==> src/rtl/mem_bus_arbiter_if.sv <==
// -----------------------------------------------------------------------------
// mem_bus_arbiter_if
// Groups the three buses around the memory arbiter:
//   - fetch port  (i_*): request, address, flush in; read data, done out
//   - data port   (d_*): request, we, byte enables, address, wdata in;
//                        read data, done out
//   - stalls      (f_stall_o, m_stall_o) toward hazard control
//   - memory bus  (mem_*): request/we/be/addr/wdata out; gnt, rvalid, rdata in
// Handshake: a port raises *_req_i and holds its fields stable until it sees
// *_done_o. The memory accepts a request on a cycle where mem_req_o and
// mem_gnt_i are both high, and answers later with a one-cycle mem_rvalid_i.
// Modports:
//   slave  - the arbiter (consumes *_i, drives *_o)
//   master - the environment (core pipeline plus memory)
// -----------------------------------------------------------------------------
interface mem_bus_arbiter_if #(
   parameter int XLEN = 32,
   parameter int AW   = 32
);
   logic              i_req_i;
   logic [AW-1:0]     i_addr_i;
   logic              i_flush_i;
   logic [XLEN-1:0]   i_rdata_o;
   logic              i_done_o;

   logic              d_req_i;
   logic              d_we_i;
   logic [XLEN/8-1:0] d_be_i;
   logic [AW-1:0]     d_addr_i;
   logic [XLEN-1:0]   d_wdata_i;
   logic [XLEN-1:0]   d_rdata_o;
   logic              d_done_o;

   logic              f_stall_o;
   logic              m_stall_o;

   logic              mem_req_o;
   logic              mem_we_o;
   logic [XLEN/8-1:0] mem_be_o;
   logic [AW-1:0]     mem_addr_o;
   logic [XLEN-1:0]   mem_wdata_o;
   logic              mem_gnt_i;
   logic              mem_rvalid_i;
   logic [XLEN-1:0]   mem_rdata_i;

   modport slave (
      input  i_req_i, i_addr_i, i_flush_i,
      output i_rdata_o, i_done_o,
      input  d_req_i, d_we_i, d_be_i, d_addr_i, d_wdata_i,
      output d_rdata_o, d_done_o,
      output f_stall_o, m_stall_o,
      output mem_req_o, mem_we_o, mem_be_o, mem_addr_o, mem_wdata_o,
      input  mem_gnt_i, mem_rvalid_i, mem_rdata_i
   );

   modport master (
      output i_req_i, i_addr_i, i_flush_i,
      input  i_rdata_o, i_done_o,
      output d_req_i, d_we_i, d_be_i, d_addr_i, d_wdata_i,
      input  d_rdata_o, d_done_o,
      input  f_stall_o, m_stall_o,
      input  mem_req_o, mem_we_o, mem_be_o, mem_addr_o, mem_wdata_o,
      output mem_gnt_i, mem_rvalid_i, mem_rdata_i
   );
endinterface

==> src/rtl/mem_bus_arbiter.sv <==
// -----------------------------------------------------------------------------
// mem_bus_arbiter
// Shares one single-port memory bus between the fetch port (I) and the data
// port (D). One transaction is outstanding at a time: IDLE arbitrates, X_REQ
// holds the registered request until mem_gnt_i, X_WAIT waits for
// mem_rvalid_i and returns the data with a one-cycle done pulse.
// A fetch flushed while issued still completes its bus handshake, but its
// response is dropped (kill flag).
// Ports:
//   clk_i        clock, rising edge
//   rst          asynchronous active-low reset
//   bus          mem_bus_arbiter_if.slave (fetch, data, stall and memory buses)
//   o_dbg_state  current FSM state (state_t encoding)
// Optional build macro:
//   MEM_ARB_RR_EN  round-robin between I and D when both are eligible;
//                  undefined -> fixed D-over-I priority.
// -----------------------------------------------------------------------------
module mem_bus_arbiter #(
   parameter int XLEN = 32,
   parameter int AW   = 32
) (
   input  logic                  clk_i,
   input  logic                  rst,
   mem_bus_arbiter_if.slave      bus,
   output logic [2:0]            o_dbg_state
);
   localparam int BEW = XLEN / 8;

   typedef enum logic [2:0] {
      ST_IDLE   = 3'd0,
      ST_I_REQ  = 3'd1,
      ST_I_WAIT = 3'd2,
      ST_D_REQ  = 3'd3,
      ST_D_WAIT = 3'd4
   } state_t;

   state_t            r_state, w_state_nxt;
   logic              r_kill, w_kill_nxt;
   logic              r_mem_req, w_mem_req_nxt;
   logic              r_mem_we, w_mem_we_nxt;
   logic [BEW-1:0]    r_mem_be, w_mem_be_nxt;
   logic [AW-1:0]     r_mem_addr, w_mem_addr_nxt;
   logic [XLEN-1:0]   r_mem_wdata, w_mem_wdata_nxt;
   logic [XLEN-1:0]   r_i_rdata, w_i_rdata_nxt;
   logic [XLEN-1:0]   r_d_rdata, w_d_rdata_nxt;
   logic              r_i_done, w_i_done_nxt;
   logic              r_d_done, w_d_done_nxt;

   logic              w_i_elig;
   logic              w_d_elig;
   logic              w_pick_d;

   // A port whose done pulse is high this cycle is still holding its request;
   // the done qualifier keeps that request from being issued a second time.
   assign w_i_elig = bus.i_req_i & ~r_i_done & ~bus.i_flush_i;
   assign w_d_elig = bus.d_req_i & ~r_d_done;

`ifdef MEM_ARB_RR_EN
   // 1 = D was granted last, 0 = I was granted last.
   logic r_last_grant_d;

   assign w_pick_d = w_d_elig & (~w_i_elig | ~r_last_grant_d);

   always_ff @(posedge clk_i or negedge rst) begin
      if (!rst) begin
         r_last_grant_d <= 1'b0;
      end else if (r_state == ST_IDLE && (w_d_elig || w_i_elig)) begin
         r_last_grant_d <= w_pick_d;
      end
   end
`else
   assign w_pick_d = w_d_elig;
`endif

   // State register
   always_ff @(posedge clk_i or negedge rst) begin
      if (!rst) begin
         r_state <= ST_IDLE;
      end else begin
         r_state <= w_state_nxt;
      end
   end

   // Registered bus/port outputs and the kill flag
   always_ff @(posedge clk_i or negedge rst) begin
      if (!rst) begin
         r_kill      <= 1'b0;
         r_mem_req   <= 1'b0;
         r_mem_we    <= 1'b0;
         r_mem_be    <= '0;
         r_mem_addr  <= '0;
         r_mem_wdata <= '0;
         r_i_rdata   <= '0;
         r_d_rdata   <= '0;
         r_i_done    <= 1'b0;
         r_d_done    <= 1'b0;
      end else begin
         r_kill      <= w_kill_nxt;
         r_mem_req   <= w_mem_req_nxt;
         r_mem_we    <= w_mem_we_nxt;
         r_mem_be    <= w_mem_be_nxt;
         r_mem_addr  <= w_mem_addr_nxt;
         r_mem_wdata <= w_mem_wdata_nxt;
         r_i_rdata   <= w_i_rdata_nxt;
         r_d_rdata   <= w_d_rdata_nxt;
         r_i_done    <= w_i_done_nxt;
         r_d_done    <= w_d_done_nxt;
      end
   end

   // Next-state and next-output logic
   always_comb begin
      w_state_nxt     = r_state;
      w_kill_nxt      = r_kill;
      w_mem_req_nxt   = r_mem_req;
      w_mem_we_nxt    = r_mem_we;
      w_mem_be_nxt    = r_mem_be;
      w_mem_addr_nxt  = r_mem_addr;
      w_mem_wdata_nxt = r_mem_wdata;
      w_i_rdata_nxt   = r_i_rdata;
      w_d_rdata_nxt   = r_d_rdata;
      w_i_done_nxt    = 1'b0;
      w_d_done_nxt    = 1'b0;

      case (r_state)
         ST_IDLE: begin
            w_kill_nxt = 1'b0;
            if (w_pick_d) begin
               w_mem_req_nxt   = 1'b1;
               w_mem_we_nxt    = bus.d_we_i;
               w_mem_be_nxt    = bus.d_be_i;
               w_mem_addr_nxt  = bus.d_addr_i;
               w_mem_wdata_nxt = bus.d_wdata_i;
               w_state_nxt     = ST_D_REQ;
            end else if (w_i_elig) begin
               w_mem_req_nxt   = 1'b1;
               w_mem_we_nxt    = 1'b0;
               w_mem_be_nxt    = '1;
               w_mem_addr_nxt  = bus.i_addr_i;
               w_mem_wdata_nxt = '0;
               w_state_nxt     = ST_I_REQ;
            end
         end
         ST_I_REQ: begin
            if (bus.i_flush_i) w_kill_nxt = 1'b1;
            if (bus.mem_gnt_i) begin
               w_mem_req_nxt = 1'b0;
               w_state_nxt   = ST_I_WAIT;
            end
         end
         ST_I_WAIT: begin
            if (bus.i_flush_i) w_kill_nxt = 1'b1;
            if (bus.mem_rvalid_i) begin
               // A flush arriving together with the response kills it too.
               if (!(r_kill || bus.i_flush_i)) begin
                  w_i_rdata_nxt = bus.mem_rdata_i;
                  w_i_done_nxt  = 1'b1;
               end
               w_kill_nxt  = 1'b0;
               w_state_nxt = ST_IDLE;
            end
         end
         ST_D_REQ: begin
            if (bus.mem_gnt_i) begin
               w_mem_req_nxt = 1'b0;
               w_state_nxt   = ST_D_WAIT;
            end
         end
         ST_D_WAIT: begin
            if (bus.mem_rvalid_i) begin
               w_d_rdata_nxt = bus.mem_rdata_i;
               w_d_done_nxt  = 1'b1;
               w_state_nxt   = ST_IDLE;
            end
         end
         default: begin
            w_state_nxt = ST_IDLE;
         end
      endcase
   end

   assign bus.mem_req_o   = r_mem_req;
   assign bus.mem_we_o    = r_mem_we;
   assign bus.mem_be_o    = r_mem_be;
   assign bus.mem_addr_o  = r_mem_addr;
   assign bus.mem_wdata_o = r_mem_wdata;
   assign bus.i_rdata_o   = r_i_rdata;
   assign bus.i_done_o    = r_i_done;
   assign bus.d_rdata_o   = r_d_rdata;
   assign bus.d_done_o    = r_d_done;
   assign bus.f_stall_o   = w_i_elig;
   assign bus.m_stall_o   = w_d_elig;
   assign o_dbg_state     = r_state;
endmodule

==> src/flat_wrapper.sv <==
// flat-port wrapper written by rule: the top's interface ports become plain ports
module mem_bus_arbiter_flat 
#(
   parameter int XLEN = 32,
   parameter int AW   = 32
)
  (clk_i, rst, o_dbg_state, bus_i_req_i, bus_i_addr_i, bus_i_flush_i, bus_i_rdata_o, bus_i_done_o, bus_d_req_i, bus_d_we_i, bus_d_be_i, bus_d_addr_i, bus_d_wdata_i, bus_d_rdata_o, bus_d_done_o, bus_f_stall_o, bus_m_stall_o, bus_mem_req_o, bus_mem_we_o, bus_mem_be_o, bus_mem_addr_o, bus_mem_wdata_o, bus_mem_gnt_i, bus_mem_rvalid_i, bus_mem_rdata_i);
  mem_bus_arbiter_if #(.XLEN(XLEN), .AW(AW)) bus_i ();
  input  logic clk_i;
  input  logic rst;
  output logic [2:0] o_dbg_state;
  input wire logic [$bits(bus_i.i_req_i)-1:0] bus_i_req_i;
  input wire logic [$bits(bus_i.i_addr_i)-1:0] bus_i_addr_i;
  input wire logic [$bits(bus_i.i_flush_i)-1:0] bus_i_flush_i;
  output wire logic [$bits(bus_i.i_rdata_o)-1:0] bus_i_rdata_o;
  output wire logic [$bits(bus_i.i_done_o)-1:0] bus_i_done_o;
  input wire logic [$bits(bus_i.d_req_i)-1:0] bus_d_req_i;
  input wire logic [$bits(bus_i.d_we_i)-1:0] bus_d_we_i;
  input wire logic [$bits(bus_i.d_be_i)-1:0] bus_d_be_i;
  input wire logic [$bits(bus_i.d_addr_i)-1:0] bus_d_addr_i;
  input wire logic [$bits(bus_i.d_wdata_i)-1:0] bus_d_wdata_i;
  output wire logic [$bits(bus_i.d_rdata_o)-1:0] bus_d_rdata_o;
  output wire logic [$bits(bus_i.d_done_o)-1:0] bus_d_done_o;
  output wire logic [$bits(bus_i.f_stall_o)-1:0] bus_f_stall_o;
  output wire logic [$bits(bus_i.m_stall_o)-1:0] bus_m_stall_o;
  output wire logic [$bits(bus_i.mem_req_o)-1:0] bus_mem_req_o;
  output wire logic [$bits(bus_i.mem_we_o)-1:0] bus_mem_we_o;
  output wire logic [$bits(bus_i.mem_be_o)-1:0] bus_mem_be_o;
  output wire logic [$bits(bus_i.mem_addr_o)-1:0] bus_mem_addr_o;
  output wire logic [$bits(bus_i.mem_wdata_o)-1:0] bus_mem_wdata_o;
  input wire logic [$bits(bus_i.mem_gnt_i)-1:0] bus_mem_gnt_i;
  input wire logic [$bits(bus_i.mem_rvalid_i)-1:0] bus_mem_rvalid_i;
  input wire logic [$bits(bus_i.mem_rdata_i)-1:0] bus_mem_rdata_i;
  assign bus_i.i_req_i = bus_i_req_i;
  assign bus_i.i_addr_i = bus_i_addr_i;
  assign bus_i.i_flush_i = bus_i_flush_i;
  assign bus_i_rdata_o = bus_i.i_rdata_o;
  assign bus_i_done_o = bus_i.i_done_o;
  assign bus_i.d_req_i = bus_d_req_i;
  assign bus_i.d_we_i = bus_d_we_i;
  assign bus_i.d_be_i = bus_d_be_i;
  assign bus_i.d_addr_i = bus_d_addr_i;
  assign bus_i.d_wdata_i = bus_d_wdata_i;
  assign bus_d_rdata_o = bus_i.d_rdata_o;
  assign bus_d_done_o = bus_i.d_done_o;
  assign bus_f_stall_o = bus_i.f_stall_o;
  assign bus_m_stall_o = bus_i.m_stall_o;
  assign bus_mem_req_o = bus_i.mem_req_o;
  assign bus_mem_we_o = bus_i.mem_we_o;
  assign bus_mem_be_o = bus_i.mem_be_o;
  assign bus_mem_addr_o = bus_i.mem_addr_o;
  assign bus_mem_wdata_o = bus_i.mem_wdata_o;
  assign bus_i.mem_gnt_i = bus_mem_gnt_i;
  assign bus_i.mem_rvalid_i = bus_mem_rvalid_i;
  assign bus_i.mem_rdata_i = bus_mem_rdata_i;
  mem_bus_arbiter #(.XLEN(XLEN), .AW(AW)) u_core (.clk_i(clk_i), .rst(rst), .bus(bus_i), .o_dbg_state(o_dbg_state));
endmodule
==> config.mk <==
export PLATFORM = sky130hd
export DESIGN_NAME = mem_bus_arbiter_flat
export DESIGN_NICKNAME = d
export VERILOG_FILES = /design/src/rtl/mem_bus_arbiter_if.sv /design/src/rtl/mem_bus_arbiter.sv /design/src/flat_wrapper.sv
export SDC_FILE = /design/constraint.sdc
export NUM_CORES = 1
export LEC_CHECK = 0
export BUFFER_PORTS_ARGS = -buffer_cell sky130_fd_sc_hd__buf_4
export CAP_MARGIN = 20
export CORE_ASPECT_RATIO = 0.75
export CORE_MARGIN = 4
export CORE_UTILIZATION = 35
export DETAILED_ROUTE_END_ITERATION = 6
export GPL_ROUTABILITY_DRIVEN = 0
export HOLD_SLACK_MARGIN = 0.15
export PLACE_DENSITY = 0.63
export SLEW_MARGIN = 0
export SYNTH_ARGS = -nofsm -noshare
export SYNTH_HDL_FRONTEND = slang
export SYNTH_SLANG_ARGS = --single-unit
==> constraint.sdc <==
create_clock -name clk_i -period 1.59 [get_ports clk_i]
set_input_delay 0.0795 -clock clk_i [delete_from_list [all_inputs] [get_ports clk_i]]
set_output_delay 0.0795 -clock clk_i [all_outputs]
set_load 0.01 [all_outputs]
* Word level (Yosys, flattened, before mapping)
Index checks and enable logic that the tools add are counted.
Cells by class: eq/ne operators 9, muxes and demuxes 26, bitwise gates (word level) 7, reduce and logical (&&, ||, !) cells 12
Operator list (count):
- 32-bit two-way mux | 4
- 3-bit two-way mux | 5
- 1-bit two-way mux | 12
- 3-bit case mux with 4 select lines | 1
- 4-bit two-way mux | 2
- 3-bit by 2-bit == test with 1-bit output (second input constant) | 2
- 3-bit AND reduction | 2
- 2-bit by 1-bit inequality test with 1-bit output (second input constant) | 2
- 2-bit inequality test (second input constant) | 2
- 1-bit NOT | 4
- 2-bit AND reduction | 2
- 4-bit AND reduction | 1
- 2-bit nonzero test | 2
- 2-bit OR reduction | 2
- 1-bit AND | 3
- 3-bit by 1-bit == test with 1-bit output (second input constant) | 1
- 3-bit == test (second input constant) | 1
- 3-bit logical NOT | 1
- 3-bit inequality test (second input constant) | 1
- 1-bit case mux with 3 select lines | 1
- 3-bit nonzero test | 1
- 1-bit case mux with 2 select lines | 1
- 1-bit logical OR | 1
Word-level totals: bits in registers 140, output and inout bits 141, logic and storage cells 65

* Depth between registers and ports, before layout
Gate-level depths: netlist (run 1).
depth in word-level cells 6, mapped depth 6, gate-level depth less buffers 3

* Worst setup path after synthesis (run 1)
No wires, ideal clock.
path type reg2reg, from register u_core.r_state[0] (netlist: u_core.o_dbg_state[0]), to register u_core.r_mem_addr[10] (netlist: u_core.bus.mem_addr_o[10]), setup time 0.125 ns, arrival time 1.513 ns, data required time 1.465 ns, slack -0.048 ns, cell stages (with the launch flop) 7, buffers on the path 3, cell sequence dfrtp_1 -> buf_2 -> nor3_4 -> o21a_1 -> buf_6 -> buf_12 -> mux2_4
Between the ends: cells in the longest elaborated chain, start to end 2
RTL lines:
- start, declared | RTL line mem_bus_arbiter.sv:37 | state_t r_state, w_state_nxt;
- start signal, assigned | RTL line mem_bus_arbiter.sv:80 | r_state <= w_state_nxt;
- 3-bit logical NOT | RTL line mem_bus_arbiter.sv:125 | case (r_state)
- 2-bit AND reduction (no line)
- end signal, assigned | RTL line mem_bus_arbiter.sv:102 | r_mem_addr <= w_mem_addr_nxt;
- end, declared | RTL line mem_bus_arbiter.sv:42 | logic [AW-1:0] r_mem_addr, w_mem_addr_nxt;
Every way passes these cells. A chain may end at the register's enable or synchronous reset.

* Worst setup path in the final report (run 1)
from register u_core.r_state[1] (netlist: u_core.o_dbg_state[1]), to register u_core.r_mem_addr[31] (netlist: u_core.bus.mem_addr_o[31])
The elaborated chain is that of the path after synthesis.

==> results of run 1 <==
[flip-flops by register name (all words and copies together), names as in the netlist, 3 cells and up]
signal / count
u_core.bus.i_rdata_o: 32
u_core.o_dbg_state: 3
u_core.bus.mem_be_o: 4
u_core.bus.mem_addr_o: 32
u_core.bus.d_rdata_o: 32
u_core.bus.mem_wdata_o: 32
[timing repair]
item,in CTS,in global routing
endpoints found under the hold margin,278,0
gates resized for setup,0,3
setup buffers,0,1
endpoints found under the setup margin,0,9
hold buffers,137,0
[cells in the final DEF, fill, tap and decap left out, types with 2 or more instances in the layout]
master | synthesis | layout
clkinv_4 | 0 | 2
dfrtp_1 | 140 | 139
inv_1 | 4 | 4
dlygate4sd3_1 | 0 | 137
buf_4 | 0 | 290
o22a_1 | 5 | 5
nand2_1 | 4 | 4
inv_6 | 0 | 3
a22o_1 | 33 | 33
mux2_2 | 72 | 72
bufinv_16 | 0 | 6
mux2_4 | 57 | 57
buf_12 | 5 | 11
o21ai_0 | 2 | 2
clkbuf_16 | 0 | 18
[cells by family (layout without fill, tap and decap cells)]
logic type / after synthesis / count (layout) / share of synthesized area (%)
flip-flops: 140 / 140 / 59.2
multiplexers: 129 / 129 / 28.1
AO/OA/AOI/OAI: 46 / 46 / 6.55
buffers and inverters: 27 / 475 / 4.23
AND/OR/NAND/NOR: 15 / 15 / 1.92
[cell type report]
type / instances / area, µm²
Fill cell: 1155 / 5870
Timing Repair Buffer: 440 / 3800
Sequential cell: 140 / 3500
Multi-Input combinational cell: 190 / 2180
Clock buffer: 18 / 439
Tap cell: 210 / 263
Clock inverter: 13 / 236
Inverter: 4 / 15.0
[worst max-delay path: stages (launching register included)]
cell and delay (ns):
dfrtp_2 0.45, nor3_4 0.20, o21a_2 0.22, buf_12 0.19, mux2_2 0.35
[report_power, final]
part	switching, µW	leakage, µW	internal (µW)
combinational	3090	0.00305	4830
sequential	1050	0.00172	5260
clock	1520	0.000327	2990
total	5650	0.00510	13100
[metrics by stage]
stage | worst slack [ns] | power, µW
2_1_floorplan | -0.00402 | 10100
3_3_place_gp | 0.0879 | 13800
3_5_place_dp | 0.0561 | 14000
4_1_cts | 0.0292 | 18900
5_1_grt | -0.00659 | 19700
6_report | 0.0522 | 18700
[per-layer routing]
| layer | wire [µm] | vias up |
|---|---|---|
| li1 | - | 2172 |
| met1 | 7470 | 2344 |
| met2 | 9070 | 189 |
| met5 | 0 | - |
| met3 | 1490 | 25 |
| met4 | 287 | 0 |
[worst paths after layout]
kind / end / slack [ns] / depth (start not counted)
min in group clk_i: u_core.o_dbg_state[1] / 0.32 / 5
min: u_core.bus.mem_addr_o[8] / 0.18 / 2
min reg2reg: u_core.bus.mem_be_o[2] / 0.50 / 1
max reg2reg: u_core.bus.mem_addr_o[31] / 0.05 / 4
max in group asynchronous: u_core.bus.mem_wdata_o[13] / 0.84 / 3
max: u_core.bus.mem_addr_o[31] / 0.05 / 4
==> metrics.txt, run 1 <==
fin crit period 1.54 ns; PD cells 1790 nW/µm²; cell type with the largest total area after synthesis dfrtp_1; setup violation total in the final timing report 0; max-capacitance violation count 0; initial core utilization between 30 and 40%; launching element type of the critical path flip-flop; dominant cells by area after synthesis dfrtp_1 (59%), mux2_4 (14%), mux2_2 (14%); # nets final 933; Inserted Diodes 0; routing layer with the top usage in global route met2; number of warning messages in the yosys log 0; number of ports placed on the die boundary 281; post-route fraction of the period consumed by the critical path 96.7%; CTS H-Tree Depth 4; clk sinks 140; mean routed wirelength per cell about 18 µm; vias in the first global route between 5k and 6k; share of the synthesized area in the top cell type 59.2%; final HPWL from detailed placement approximately 12000 µm; non-filler instance count after layout 1015; worst path required time 1.88 ns; number of buffers on the longest clock path 2; Critical Path End Type flip-flop; critical setup path kind reg2reg; final hold violation count 0; start point of the critical path u_core.o_dbg_state[1]; Cell variety after synth 29; layout overhead on the synthesized area 76.4%; final-layout worst hold slack 0.179 ns; initial antenna violation count 0; CTS tree done; slew at the pin closest to its max-slew limit 0.429 ns; PortBufs 280; dpl cells 845; Gate Count Post-Synth roughly 360; cell area after technology mapping 5920 µm²; summed area of non-filler cells in the final layout roughly 10000 µm²; Synth async-reset ratio 100%; die height 121 µm; library cell used as clock root buffer clkbuf_16; number of detailed-route iterations in the first pass 4; antenna viol nets, final 0; met1 Use GR 21.9%; Yosys reg bits 140; EDFF count, synth 0; largest net degree at the start of global routing 45; initial detailed-routing violation count approximately 230; via count normalized by instance count ~4.7; worst setup skew after layout 0.00577 ns; sequential fraction of the synthesis area 59.2%; total core area approximately 16000 µm²; launch instance of the worst register-to-register path u_core.o_dbg_state[1]; die outline area 19100 µm²; met2 Use GR 32.2%; P_leak 0.00510 µW; final-layout setup total negative slack 0 ns; sum of routed wire length over all layers about 18000 µm; cell row count 40; largest fanout of any net on the critical path 18; total via count in the routed design 4730; leading cell type by number of instances after synthesis dfrtp_1; result of the run finished clean; proportion of layout cells with a drive suffix above 1 58.8%; Net Count, Synth 497; Post-Route Utilization 64.0%; Post-synth top cells dfrtp_1 (140), mux2_2 (72), mux2_4 (57); number of buffers created by CTS 17; Final Max Tran Viols 0; overall overflow remaining after global route 0; clock transition at the register clock pins on the worst setup and hold paths after CTS 0.06 ns; clock network latency to the later pin of the worst-skew pair ~0.4 ns; count of unresolved DRC violations after routing 0; ys flop type dfrtp_1; first-pass GRT wire length 27900 µm; Crit path arrival time 1.82 ns; RSZ-0062 raised after global routing true; maximum vdd drop 0.869 mV; timing-limited maximum frequency 650 MHz; Post-Place Cell Area 8360 µm²; Total GRT Usage 18.7%; relative max-transition margin 71.4%; horizontal extent of the die roughly 160 µm; met3 usage under 10%; type of the tightest min-delay check in2async; average instance area after synthesis 16.6 µm²
Note: power is estimated with default switching activity, not from simulation.
==> run 2: changes to the inputs <==
--- a/config.mk
+++ b/config.mk
@@ -14,6 +14,7 @@
 export GPL_ROUTABILITY_DRIVEN = 0
 export HOLD_SLACK_MARGIN = 0.15
 export PLACE_DENSITY = 0.63
+export REMOVE_ABC_BUFFERS = 1
 export SLEW_MARGIN = 0
 export SYNTH_ARGS = -nofsm -noshare
 export SYNTH_HDL_FRONTEND = slang
==> run 2 against run 1 <==
  * Sequential power about the same
  * Clock skew is 0.0026 ns higher
  * Sequential share of layout area down 0.16 points
  * Critical path type unchanged
  * Critical endpoint is now u_core.bus.d_rdata_o[1]
==> metrics.txt, run 2 (same netlist as run 1, synthesis figures left out) <==
dpl cells 849 (was 845); horizontal extent of the die 158 µm (unchanged); clock network latency to the later pin of the worst-skew pair 0.42 ns (was 0.41 ns); Total GRT Usage 19.4% (was 18.7%); largest net degree at the start of global routing 47 (was 45); fraction of power consumed by the clock network 23.4% (was 24.1%); maximum vdd drop 1.03 mV (was 0.869 mV); least setup slack across all paths after layout 0.0248 ns (was 0.0522 ns); post-route fraction of the period consumed by the critical path 98.4% (was 96.7%); start point of the critical path u_core.o_dbg_state[1] (unchanged); vias in the first global route 5307 (was 5334); first-pass GRT wire length 28700 µm (was 27900 µm); timing-limited maximum frequency 639 MHz (was 650 MHz); number of ports placed on the die boundary 281 (unchanged); CTS H-Tree Depth 4 (unchanged); combinational share of power 42.8% (was 42.3%); PD cells 1780 nW/µm² (was 1790 nW/µm²); die height 121 µm (unchanged); non-filler instance count after layout 1023 (was 1015); worst r2r path cells 4 (unchanged); slowest cell on the critical path dfrtp_1 (was dfrtp_2); initial detailed-routing violation count 214 (was 227); total of fill cells in the finished design 1160 (was 1155); result of the run finished clean (unchanged); launch instance of the worst register-to-register path u_core.o_dbg_state[1] (unchanged); mean routed wirelength per cell 18.4 µm (was 18.0 µm); launching element type of the critical path flip-flop (unchanged); cell row count 40 (unchanged); Worst Setup Slack post-DPL -0.0529 ns (was 0.0561 ns); setup violation total in the final timing report 0 (unchanged); CTS tree done (unchanged); switching pwr 5730 µW (was 5650 µW); critical setup path kind reg2reg (unchanged); total core area 16300 µm² (unchanged); number of buffers on the longest clock path 2 (unchanged); Power Internal 13000 µW (was 13100 µW); worst path required time 1.89 ns (was 1.88 ns); final hold violation count 0 (unchanged); clk sinks 140 (unchanged); layout overhead on the synthesized area 77.2% (was 76.4%); highest cell delay on the worst timing path 0.45 ns (about the same); sum of routed wire length over all layers 18900 µm (was 18300 µm); Final Max Tran Viols 0 (unchanged); # nets final 939 (was 933); die outline area 19100 µm² (unchanged); proportion of layout cells with a drive suffix above 1 58.9% (was 58.8%); Sw Share 30.6% (was 30.2%); worst setup skew after layout 0.00832 ns (was 0.00577 ns); Crit path arrival time 1.86 ns (was 1.82 ns); largest fanout of any net on the critical path 17 (was 18); slew at the pin closest to its max-slew limit 0.460 ns (was 0.429 ns); slack of the worst reg-to-reg path 0.02 ns (was 0.05 ns); antenna viol nets, final 0 (unchanged); final HPWL from detailed placement 12200 µm (was 12300 µm); PortBufs 280 (unchanged); library cell used as clock root buffer clkbuf_16 (unchanged); max-capacitance violation count 0 (unchanged); count of unresolved DRC violations after routing 0 (unchanged); type of the tightest min-delay check in2async (unchanged); overall overflow remaining after global route 0 (unchanged); number of detailed-route iterations in the first pass 4 (unchanged); Flop pwr share 33.8% (was 33.6%); most common cell after layout, fill and taps aside buf_4 (unchanged); Critical Path End Type flip-flop (unchanged); initial core utilization 36.3% (unchanged); number of buffers created by CTS 17 (unchanged); P_leak 0.00511 µW (was 0.00510 µW); clock transition at the register clock pins on the worst setup and hold paths after CTS 0.06 ns (about the same); via count normalized by instance count 4.67 (was 4.66); fin crit period 1.57 ns (was 1.54 ns); initial antenna violation count 1 (was 0); r2r endpoint u_core.bus.d_rdata_o[1] (was u_core.bus.mem_addr_o[31]); total via count in the routed design 4774 (was 4730); most used cells in the layout excluding fill and tap cells buf_4 (294), dfrtp_1 (139), dlygate4sd3_1 (137), mux2_2 (72), mux2_4 (57) (was buf_4 (290), dfrtp_1 (139), dlygate4sd3_1 (137), mux2_2 (72), mux2_4 (57)); relative max-transition margin 69.3% (was 71.4%); worst path cell trace nor2_1, and3_4, buf_12, mux2_2 (was nor3_4, o21a_2, buf_12, mux2_2)
-- run 2: cell types whose count changed in the layout (fill, tap and decap cells not counted), moves of 2 or more --
cell	delta
buf_12	+2
clkinv_4	-2
buf_4	+4
clkinvlp_4	+3
-- run 2: layout make-up --
cell class,count,area (µm²),share of cell area (%)
Antenna cell,1,2.50,0.0238
Clock buffer,19,443,4.22
Clock inverter,13,211,2.01
Inverter,4,15.0,0.143
Multi-Input combinational cell,190,2180,20.8
Sequential cell,140,3500,33.4
Tap cell,210,263,2.50
Timing Repair Buffer,446,3870,36.9
-- run 2: metal layers --
layer / vias up / track usage, % / share of wire (%)
li1: 2194 / - / -
met1: 2334 / 22.6 / 40
met2: 206 / 32.8 / 49
met3: 40 / 6.76 / 8.0
met4: 0 / 7.73 / 2.9
met5: - / 0 / 0
-- run 2: what timing repair did --
item | in CTS | in global routing
setup endpoints to repair | 35 | 9
endpoints found under the hold margin | 278 | 0
cloned | 0 | 1
hold buffers | 137 | 0
resized for setup | 1 | 2
buffers inserted | 2 | 1
-- run 2: worst max-delay path by stage --
stage	endpoint	slack, ns
3_5_place_dp	u_core.bus.mem_addr_o[2]	-0.05
3_3_place_gp	u_core.bus.mem_addr_o[1]	-0.009
2_1_floorplan	u_core.bus.mem_addr_o[0]	-1.33
6_report	u_core.bus.d_rdata_o[1]	0.02
5_1_grt	u_core.bus.d_rdata_o[1]	-0.005
4_1_cts	u_core.bus.d_rdata_o[1]	0.007
-- run 2: critical path, delay by kind of cell, from the launching register on --
kind	cells	cell delay (ns)
buffers and inverters	1	0.19
AND/OR/NAND/NOR	2	0.45
flip-flops	1	0.45
multiplexers	1	0.35
-- run 2: per-stage QoR --
stage / cell area [µm²] / total power, µW / hold slack [ns] / util (%) / TNS (ns)
finish: 10500 / 18700 / 0.184 / 64.3 / 0
global route: 10500 / 19700 / 0.196 / 64.3 / -0.00827
CTS: 10500 / 18800 / 0.165 / 64.0 / 0
detailed placement: 8400 / 14000 / 0.0508 / 51.5 / -0.571
global placement: 8400 / 13800 / 0.0485 / 51.5 / -0.0437
floorplan: 5690 / 9860 / -0.216 / - / -89.40
-- run 2: power groups by stage --
stage / sequential (µW) / clock [µW] / combinational (µW)
after floorplan: 6950 / 0 / 2900
after global routing: 6530 / 4650 / 8530
after CTS: 6290 / 4500 / 7980
after global placement: 6240 / 0 / 7550
after detailed placement: 6300 / 0 / 7660
final: 6330 / 4380 / 8010
==> run 3: changes to the inputs <==
--- a/config.mk
+++ b/config.mk
@@ -9,11 +9,11 @@
 export CAP_MARGIN = 20
 export CORE_ASPECT_RATIO = 0.75
 export CORE_MARGIN = 4
-export CORE_UTILIZATION = 35
+export CORE_UTILIZATION = 42
 export DETAILED_ROUTE_END_ITERATION = 6
 export GPL_ROUTABILITY_DRIVEN = 0
 export HOLD_SLACK_MARGIN = 0.15
-export PLACE_DENSITY = 0.63
+export PLACE_DENSITY = 0.73
 export REMOVE_ABC_BUFFERS = 1
 export SLEW_MARGIN = 0
 export SYNTH_ARGS = -nofsm -noshare
==> run 3 against run 2 <==
  * Via count is 1.3% higher
  * Largest cell class unchanged
  * Global-route usage increased by 4.2 points
  * Cell count shrank 3.8%
  * Worst hold slack got worse by 0.018 ns
  * Utilization increased by 11 points
  * Largest power group unchanged
  * Die area is 16% lower
  * Maximum frequency rose by 0.58%
==> metrics.txt, run 3 (same netlist as run 1, synthesis figures left out) <==
initial detailed-routing violation count 209 (was 214); cell row count 37 (was 40); vias in the first global route 5481 (was 5307); CTS H-Tree Depth 4 (unchanged); horizontal extent of the die 145 µm (was 158 µm); result of the run finished clean (unchanged); PD cells 1770 nW/µm² (was 1780 nW/µm²); total area of multi-input combinational cells 2190 µm² (was 2180 µm²); largest fanout of any net on the critical path 8 (was 17); first-pass GRT wire length 30400 µm (was 28700 µm); count of unresolved DRC violations after routing 0 (unchanged); met3 routed WL 1260 µm (was 1520 µm); number of buffers created by CTS 17 (unchanged); dpl cells 808 (was 849); proportion of layout cells with a drive suffix above 1 58.8% (was 58.9%); Post-Place Cell Area 8240 µm² (was 8400 µm²); clk sinks 140 (unchanged); type of the tightest min-delay check in2async (unchanged); final HPWL from detailed placement 11900 µm (was 12200 µm); number of buffers on the longest clock path 2 (unchanged); highest metal layer with signal wires met4 (unchanged); via count normalized by instance count 4.92 (was 4.67); setup violation total in the final timing report 0 (unchanged); Final Max Tran Viols 0 (unchanged); clock transition at the register clock pins on the worst setup and hold paths after CTS 0.06 ns (about the same); max-capacitance violation count 0 (unchanged); maximum vdd drop 0.903 mV (was 1.03 mV); PortBufs 280 (unchanged); Total GRT Usage 23.7% (was 19.4%); total of fill cells in the finished design 814 (was 1160); launching element type of the critical path flip-flop (unchanged); final-layout worst hold slack 0.165 ns (was 0.184 ns); largest net degree at the start of global routing 54 (was 47); most common cell after layout, fill and taps aside buf_4 (unchanged); Tot Pwr 18400 µW (was 18700 µW); worst setup skew after layout 0.0104 ns (was 0.00832 ns); RSZ-0062 raised after global routing true; initial core utilization 43.1% (was 36.3%); CTS tree done (unchanged); area of all sequential standard cells 3500 µm² (about the same); summed area of non-filler cells in the final layout 10400 µm² (was 10500 µm²); fin crit period 1.56 ns (was 1.57 ns); overall overflow remaining after global route 0 (unchanged); timing-limited maximum frequency 643 MHz (was 639 MHz); die outline area 16100 µm² (was 19100 µm²); total via count in the routed design 4837 (was 4774); final-layout setup total negative slack 0 ns (unchanged); number of ports placed on the die boundary 281 (unchanged); wire length on met1 7760 µm (was 7520 µm); P_leak 0.00507 µW (was 0.00511 µW); final hold violation count 0 (unchanged); critical setup path kind reg2reg (unchanged); total core area 13700 µm² (was 16300 µm²); library cell used as clock root buffer clkbuf_16 (unchanged); non-filler instance count after layout 984 (was 1023); mean routed wirelength per cell 20.1 µm (was 18.4 µm); clock network latency to the later pin of the worst-skew pair 0.40 ns (was 0.42 ns); routed wl met2 10100 µm (was 9280 µm); number of detailed-route iterations in the first pass 4 (unchanged); post-route fraction of the period consumed by the critical path 97.9% (was 98.4%); Crit path arrival time 1.84 ns (was 1.86 ns); most used cells in the layout excluding fill and tap cells buf_4 (291), dfrtp_1 (140), dlygate4sd3_1 (137), mux2_2 (71), mux2_4 (58) (was buf_4 (294), dfrtp_1 (139), dlygate4sd3_1 (137), mux2_2 (72), mux2_4 (57)); sum of routed wire length over all layers 19700 µm (was 18900 µm); # nets final 935 (was 939); antenna viol nets, final 0 (unchanged); layout overhead on the synthesized area 75.0% (was 77.2%); slew at the pin closest to its max-slew limit 0.456 ns (was 0.460 ns); worst path required time 1.88 ns (was 1.89 ns); Critical Path End Type flip-flop (unchanged); initial antenna violation count 1 (unchanged); die height 111 µm (was 121 µm); relative max-transition margin 69.6% (was 69.3%)
run 3: cell types whose count changed in the layout (fill, tap and decap cells not counted), sizes merged:
cell	change
clkbuf	+3
bufinv	-3
buf	-7
inv	+3
run 3: final cells by class:
cell class              count  share of cell area, %
flip-flops and latches    140                   33.8
multi-input cells         190                   21.1
diodes                      1                 0.0241
well taps                 175                   2.11
repair buffers            442                   37.0
inverters                   4                  0.145
clock inverters            13                   1.48
clock buffers              19                   4.27
run 3: worst paths after layout:
check	from	to	slack, ns	depth (start not counted)
hold / removal	rst	u_core.bus.d_rdata_o[8]	0.17	2
max in group asynchronous	rst	u_core.bus.d_rdata_o[9]	0.74	3
hold reg to reg	u_core.bus.mem_wdata_o[7]	u_core.bus.mem_wdata_o[7]	0.50	1
setup / recovery	u_core.bus.d_done_o	u_core.bus.mem_addr_o[7]	0.03	5
setup reg to reg	u_core.bus.d_done_o	u_core.bus.mem_addr_o[7]	0.03	5
min in group clk_i	bus_d_req_i	u_core.o_dbg_state[1]	0.38	6
run 3: through the flow:
step	worst slack (ns)	util (%)
after CTS	0.000433	74.3
after floorplan	-1.33	-
after global routing	-0.0162	75.4
after global placement	0.0483	60.0
final	0.0338	75.4
after detailed placement	0.0109	60.0
run 3: per-layer routing:
metal / track usage, % / vias up
met4: 9.42 / 0
met1: 26.2 / 2386
met5: 0 / -
met3: 7.36 / 50
li1: - / 2182
met2: 42.5 / 219
run 3: report_power, final:
group | internal (µW) | switching [µW] | leakage (µW)
registers | 5250 | 1070 | 0.00172
clock network | 2390 | 1570 | 0.000280
logic | 4870 | 3210 | 0.00307
total | 12500 | 5850 | 0.00507
run 3: critical path: stages, from the launching register on:
cell	delay (ns)
dfrtp_1	0.41
nor2b_4	0.14
buf_12	0.14
clkbuf_16	0.16
mux2_2	0.34
mux2_4	0.26
run 3: what timing repair did:
| item | CTS | global route |
|---|---|---|
| buffers inserted | 0 | 1 |
| endpoints found under the setup margin | 0 | 74 |
| gates resized for setup | 0 | 5 |
| hold endpoints to repair | 278 | 0 |
| hold buffers | 137 | 0 |
